$ cat config.mk
export PLATFORM = sky130hd
export DESIGN_NAME = traffic_light_control_flat
export DESIGN_NICKNAME = d
export VERILOG_FILES = /design/src/rtl/traffic_light_control_if.sv /design/src/rtl/traffic_light_control.sv /design/src/flat_wrapper.sv
export SDC_FILE = /design/constraint.sdc
export NUM_CORES = 1
export LEC_CHECK = 0
export ABC_AREA = 1
export CAP_MARGIN = 20
export CORE_AREA = 2 2 39 41
export DETAILED_ROUTE_END_ITERATION = 12
export DIE_AREA = 0 0 41 43
export GPL_TIMING_DRIVEN = 1
export SLEW_MARGIN = 10
export SYNTH_ARGS = -nofsm -noshare
export SYNTH_HDL_FRONTEND = slang
export SYNTH_SLANG_ARGS = --single-unit
$ cat constraint.sdc
create_clock -name clk -period 1.9 [get_ports clk]
set_input_delay 0.38 -clock clk [delete_from_list [all_inputs] [get_ports clk]]
set_output_delay 0.38 -clock clk [all_outputs]
set_load 0.05 [all_outputs]
$ cat src/rtl/traffic_light_control_if.sv
//------------------------------------------------------------------------------
// Module   : traffic_light_control_if
// Brief    : Sensor inputs, green indications and debug state for the
//            intersection controller.
// Revision : 1.0 - initial release
//------------------------------------------------------------------------------
`default_nettype none

interface traffic_light_control_if;
  logic [1:0] l1l2;
  logic [1:0] y1y2;
  logic [1:0] state;

  modport master (
    output l1l2,
    input  y1y2,
    input  state
  );

  modport slave (
    input  l1l2,
    output y1y2,
    output state
  );
endinterface

`default_nettype wire

$ cat src/rtl/traffic_light_control.sv
//------------------------------------------------------------------------------
// Module   : traffic_light_control
// Brief    : Moore FSM for a two-street intersection with min/max green and
//            fixed yellow dwell times.
// Revision : 1.0 - initial release
//------------------------------------------------------------------------------
`default_nettype none

module traffic_light_control #(
  parameter int MIN_GREEN     = 3,
  parameter int MAX_GREEN     = 8,
  parameter int YELLOW_CYCLES = 2
) (
  input  logic                    clk,
  input  logic                    reset,
  traffic_light_control_if.slave  bus
);

  localparam int c_max_dwell = (MAX_GREEN > YELLOW_CYCLES) ? MAX_GREEN : YELLOW_CYCLES;
  localparam int c_tw        = (c_max_dwell > 1) ? $clog2(c_max_dwell) : 1;

  localparam logic [c_tw-1:0] c_min_last = c_tw'(MIN_GREEN - 1);
  localparam logic [c_tw-1:0] c_max_last = c_tw'(MAX_GREEN - 1);
  localparam logic [c_tw-1:0] c_yel_last = c_tw'(YELLOW_CYCLES - 1);

  typedef enum logic [1:0] {
    S0 = 2'b00,
    S1 = 2'b01,
    S2 = 2'b10,
    S3 = 2'b11
  } state_t;

  state_t            r_state;
  state_t            w_next_state;
  logic [c_tw-1:0]   r_timer;
  logic [c_tw-1:0]   w_timer_next;
  logic [1:0]        w_y1y2;
  logic              w_green;
  logic              w_l1;
  logic              w_l2;

  assign w_l1 = bus.l1l2[1];
  assign w_l2 = bus.l1l2[0];

  always_ff @(posedge clk or negedge reset) begin
    if (!reset) begin
      r_state <= S0;
      r_timer <= '0;
    end else begin
      r_state <= w_next_state;
      r_timer <= w_timer_next;
    end
  end

  always_comb begin
    w_next_state = r_state;
    w_y1y2       = 2'b00;
    w_green      = 1'b0;
    case (r_state)
      S0: begin
        w_y1y2  = 2'b10;
        w_green = 1'b1;
        if ((r_timer >= c_min_last) && (!w_l1 || (w_l2 && (r_timer >= c_max_last))))
          w_next_state = S1;
      end
      S1: begin
        if (r_timer == c_yel_last)
          w_next_state = S2;
      end
      S2: begin
        w_y1y2  = 2'b01;
        w_green = 1'b1;
        if ((r_timer >= c_min_last) && (!w_l2 || (w_l1 && (r_timer >= c_max_last))))
          w_next_state = S3;
      end
      S3: begin
        if (r_timer == c_yel_last)
          w_next_state = S0;
      end
      default: begin
        w_next_state = S0;
      end
    endcase
  end

  // Timer restarts on every state change; green saturation keeps a held street from wrapping.
  always_comb begin
    w_timer_next = r_timer + 1'b1;
    if (w_next_state != r_state)
      w_timer_next = '0;
    else if (w_green && (r_timer == c_max_last))
      w_timer_next = r_timer;
  end

  assign bus.y1y2  = w_y1y2;
  assign bus.state = r_state;

endmodule

`default_nettype wire

$ cat src/flat_wrapper.sv
// flat-port wrapper written by rule: the top's interface ports become plain ports
module traffic_light_control_flat 
#(
  parameter int MIN_GREEN     = 3,
  parameter int MAX_GREEN     = 8,
  parameter int YELLOW_CYCLES = 2
)
  (clk, reset, bus_l1l2, bus_y1y2, bus_state);
  traffic_light_control_if bus_i ();
  input  logic clk;
  input  logic reset;
  input wire logic [$bits(bus_i.l1l2)-1:0] bus_l1l2;
  output wire logic [$bits(bus_i.y1y2)-1:0] bus_y1y2;
  output wire logic [$bits(bus_i.state)-1:0] bus_state;
  assign bus_i.l1l2 = bus_l1l2;
  assign bus_y1y2 = bus_i.y1y2;
  assign bus_state = bus_i.state;
  traffic_light_control #(.MIN_GREEN(MIN_GREEN), .MAX_GREEN(MAX_GREEN), .YELLOW_CYCLES(YELLOW_CYCLES)) u_core (.clk(clk), .reset(reset), .bus(bus_i));
endmodule
### Word level (Yosys, flattened, before mapping)

Index checks and enable logic that the tools add are counted.

* latch bits: 0
* word-level logic and storage cells: 32
* bits in writable memories: 0
* bits of input ports: 4
* flip-flop bits (word level): 5
* output and inout port bits: 4
* memories: 0
* ROM bits: 0

* bitwise gates (word level): 0
* div/mod/pow operators: 0
* order comparisons: 2
* reduce and logical (&&, ||, !) cells: 11
* muxes and demuxes: 9
* shift-type cells: 0
* multiply operators: 0
* equal/unequal tests: 7
* add/subtract/negate cells: 1

Operator list (number)
* $mux W2: 4
* $pmux W2 S4: 1
* $mux W3: 2
* $logic_and A1 B1 Y1: 5
* $eq A2 B2 Y1 const B: 2
* $pmux W2 S2: 1
* $add A3 B1 Y3 const B: 1
* $eq A3 B1 Y1 const B: 1
* $eq A3 B3 Y1 const B: 1
* $ge A3 B2 Y1 const B: 1
* $ge A3 B3 Y1 const B: 1
* $eq A2 B1 Y1 const B: 1
* $logic_not A1 Y1: 2
* $logic_not A2 Y1: 1
* $logic_or A1 B1 Y1: 2
* $ne A2 B1 Y1 const B: 1
* $ne A2 B2 Y1: 1
* $reduce_or A2 Y1: 1
* $mux W1: 1

### Longest topological paths before layout

* depth in word-level cells: 8
* depth in mapped cells: 11
* mapped depth without buffers: 11

### Least setup slack after synthesis

OpenSTA, ideal clock, no wires.

* path kind: register -> register
* start point: reg u_core.r_state[1], in the netlist u_core.bus.state[1]
* end point: reg u_core.r_timer[0]
* arrival: 1746 ps
* required time: 1835 ps
* setup slack: 88 ps
* buffers on the path: 0
* library setup time: 65 ps
* period minus slack after synthesis: 1812 ps
* stages on the path, launching flop included: 6
* cells stage by stage: dfrtp_1 -> nor2_1 -> nand2_2 -> nand3_1 -> nand4_1 -> nand2_1

* longest elaborated chain between the ends: 5
* elaborated cells between the ends (all ways): 15
* those cells by class: eq/ne (5); mux (7); reduce/logical (3)

Ends and longest elaborated chain
* from (decl): line traffic_light_control.sv:33 `state_t r_state;`
* from (signal assigned): line traffic_light_control.sv:50 `r_state <= w_next_state;`
* branches (longest 5 deep; another with $pmux W2 S4)
* to (signal assigned): line traffic_light_control.sv:51 `r_timer <= w_timer_next;`
* to (decl): line traffic_light_control.sv:35 `logic [c_tw-1:0] r_timer;`

Several ways; the timed one is not identified.
A chain may end at the register's enable or synchronous reset.

### Final worst setup path

* start point: reg u_core.r_timer[0]
* end point: reg u_core.r_timer[1]

* longest elaborated chain between the ends: 8
* elaborated cells between the ends (all ways): 21
* those cells by class: add/sub (1); order compare (2); eq/ne (4); mux (7); reduce/logical (7)

Ends and longest elaborated chain
* $ge A3 B3 Y1: line traffic_light_control.sv:63, traffic_light_control.sv:73
* $logic_and A1 B1 Y1, on equally long branches: line traffic_light_control.sv:73, traffic_light_control.sv:63
* $logic_or A1 B1 Y1, on equally long branches: line traffic_light_control.sv:73, traffic_light_control.sv:63
* $logic_and A1 B1 Y1, on equally long branches: line traffic_light_control.sv:73, traffic_light_control.sv:63
* $mux W2, on equally long branches: line traffic_light_control.sv:73, traffic_light_control.sv:63
* $pmux W2 S4: line traffic_light_control.sv:59 `case (r_state)`
* $ne A2 B2 Y1: line traffic_light_control.sv:89 `if (w_next_state != r_state)`
* $ne A2 B1 Y1 (no line) / $mux W3 (equally long branches)

Several ways; a longest one is shown, not always the timed one. The select of a mux whose other input is x is not followed.

==> key figures <==
Clock tree
  • Clock Latency Late Sink: 230 ps
  • CTS tree: yes
  • CTS sink cnt: 5
  • Maximum clock path buffer count: 2
  • Post_cts resized: 0
  • Total CTS buffers: 3
  • Max H-tree Level: 1
  • Post-CTS Setup Bufs: 0
  • # hold bufs at CTS: 0
  • Clk root buf: clkbuf_4
  • Clk slew on worst S/H paths: 40 ps

Logic synthesis
  • Cells after Synth: 47
  • Seq/Total Area, Yosys: 37.6%
  • Netlist Area Pre-Place: 333 µm²
  • Area contributors post-synth: dfrtp_1 (38%), nand2_1 (16%), ha_1 (11%)
  • Number of unique standard cell types used by synthesis: 10
  • Flops & latches, synth: 5
  • Synth area leader: dfrtp_1
  • Syn_area_per_cell: 7.08 µm²
  • Synthesized Nets: 54
  • Yosys top cell area share: a little under two fifths
  • Yosys warns: 0

Final layout
  • Post-Route Utilization: between 30% and 40%
  • Nets: 66
  • Final std cells w/o fill: 74
  • Layout cell share with drive strength beyond 1: 17.2%
  • Commonest non-fill, non-tap cell in the layout: nand2_1
  • Diode count: 0
  • Synth-to-Final Area Change: 32.0%
  • Most frequent cells in the layout: nand2_1 (14), inv_1 (8), nor2_1 (5), nand3_1 (5), dfrtp_1 (5)

Placed design
  • Placed Instances: 70
  • Detailed placement HPWL: 481 µm
  • Routability cong.: 0.829
  • Buffers on Ports: 7

Global routing
  • Total grt overflow: 0
  • Largest net degree at the start of global routing: 6
  • Vias in the first global route: approximately 280
  • Antenna violations before repair: 0
  • Global-route wire length before repair: just under 1000 µm
  • Overall Global Routing Usage: 8.21%

Power
  • Tot Pwr: 834 µW
  • VDD IR max: 0.000745 V
  • Pwr dens: 1900 nW/µm²
  • Static Leakage: 0.246 nW

Detailed routing
  • Routed vias/inst: 4.15
  • Remaining antenna violation count: 0
  • DRC: 0
  • Drt total wl: 578 µm
  • Initial DRC Count: 4
  • Post-DR wirelength/cell: 7.81 µm
  • First-pass DRT Iterations: 2
  • Vias: 307

Timing
  • Max transition margin: 84.3%
  • Period minus WS final: 1520 ps
  • Worst hold margin: 358 ps
  • Setup Skew: 1.77 ps
  • Slew @ Worst Pin: roughly 230 ps
  • Setup_tns: 0 ps
  • Fin. max-slew vios: 0
  • Maximum clock rate: 660 MHz
  • Final Hold Vio Count: 0
  • RSZ-0062 raised after global routing: no
  • Final Cycle Share: ~80%
  • Setup-failing EPs final: 0

Setup path
  • CP max stage delay: approximately 420 ps
  • Setup crit start kind: flop
  • Critical Path Fanout Max: 5
  • CP max stage cell: dfrtp_1
  • Reg2reg path depth: 11
  • CP Class: flop to flop
  • Most used cell, CP: nand2_1
  • Crit path launch: u_core.r_timer[0]
  • Critical Path AT: 1690 ps
  • RR Startpoint: u_core.r_timer[0]
  • Reg2reg setup slack: 380 ps
  • R2R Path End: u_core.r_timer[1]
  • Crit end category: flop
  • CP required: 2070 ps
  • Setup crit end: u_core.r_timer[1]
  • CP cell instances: ha_1, ha_1, inv_1, nand2_1, nand2_1, nand2_1, nand2_1, nand2_2, nand2_1, nand3_1, nand2_1

Min path
  • Worst hold-check path type: primary input to asynchronous set/reset pin

Job
  • MaxCap Viol Count: 0

Die
  • Core ar.: ~1400 µm²
  • Die span in y: 43 µm
  • Rows: 14
  • DIE AREA: around 1800 µm²
  • Starting Density: 24.1%
  • # IOs: 8
  • Width of the chip: 41 µm

Outcome
  • Status: complete, no violations
## routing by layer
metal / part of all wire (%) / GRT usage (%) / wire length [µm] / up-vias
met5: 0 / 0 / 0 / -
met4: 0 / 6.00 / 0 / 0
met3: 3.5 / 1.57 / 20 / 0
met2: 43 / 11.6 / 249 / 5
met1: 53 / 10.6 / 308 / 134
li1: - / - / - / 168
## worst max-delay path, delay by kind of cell (launching register included)
kind / cells / cell delay (ps)
adders and majority gates: 2 / 390
buffers and inverters: 1 / 70
and+or+nand+nor: 8 / 570
DFF: 1 / 420
## layout make-up
cell class,count,area [µm²]
clock buffer,4,26.3
fill,139,945
inverter,9,33.8
multi-input combinational,33,174
sequential,5,125
tap,16,20.0
timing repair buffer,7,60.1
## report_power, final
group | leakage (nW) | internal [mW] | switching [mW] | total (mW)
Combinational | 0.170 | 0.162 | 0.340 | 0.501
Sequential | 0.0610 | 0.159 | 0.0580 | 0.217
Clock | 0.0150 | 0.0790 | 0.0369 | 0.116
Total | 0.246 | 0.400 | 0.434 | 0.834
## through the flow
| stage | instance area (µm²) | worst slack [ps] |
|---|---|---|
| 2_1_floorplan | 333 | 88.5 |
| 3_3_place_gp | 413 | 385 |
| 3_5_place_dp | 413 | 375 |
| 4_1_cts | 439 | 365 |
| 5_1_grt | 439 | 198 |
| 6_report | 439 | 384 |
## registers in the layout (all words and copies together), names as in the netlist
| signal | count |
|---|---|
| u_core.r_timer | 3 |
| u_core.bus.state | 2 |
## cells in the mapped netlist, drive strengths merged
library cell,number
nand2,16
ha,3
xnor2,1
nand4,3
inv,9
nand3,5
nor2,5
dfrtp,5
## worst min path at each step
stage                              from                  end  depth (start not counted)
detailed placement  u_core.bus.state[1]  u_core.bus.state[1]                          1
floorplan                         reset  u_core.bus.state[0]                          0
CTS                               reset    u_core.r_timer[2]                          1
finish                            reset    u_core.r_timer[2]                          1
global placement    u_core.bus.state[1]  u_core.bus.state[1]                          1
global route                      reset    u_core.r_timer[2]                          1
## cell families (layout without fill, tap and decap cells)
group	after synthesis	after routing	share of synthesized area [%]
AND/OR/NAND/NOR	29	29	38.3
adder cells (fa/ha/maj)	3	3	11.3
flip-flops	5	5	37.6
XOR/XNOR	1	1	2.63
buffers and inverters	9	20	10.1
No activity file was read; power rests on OpenSTA's default activity.
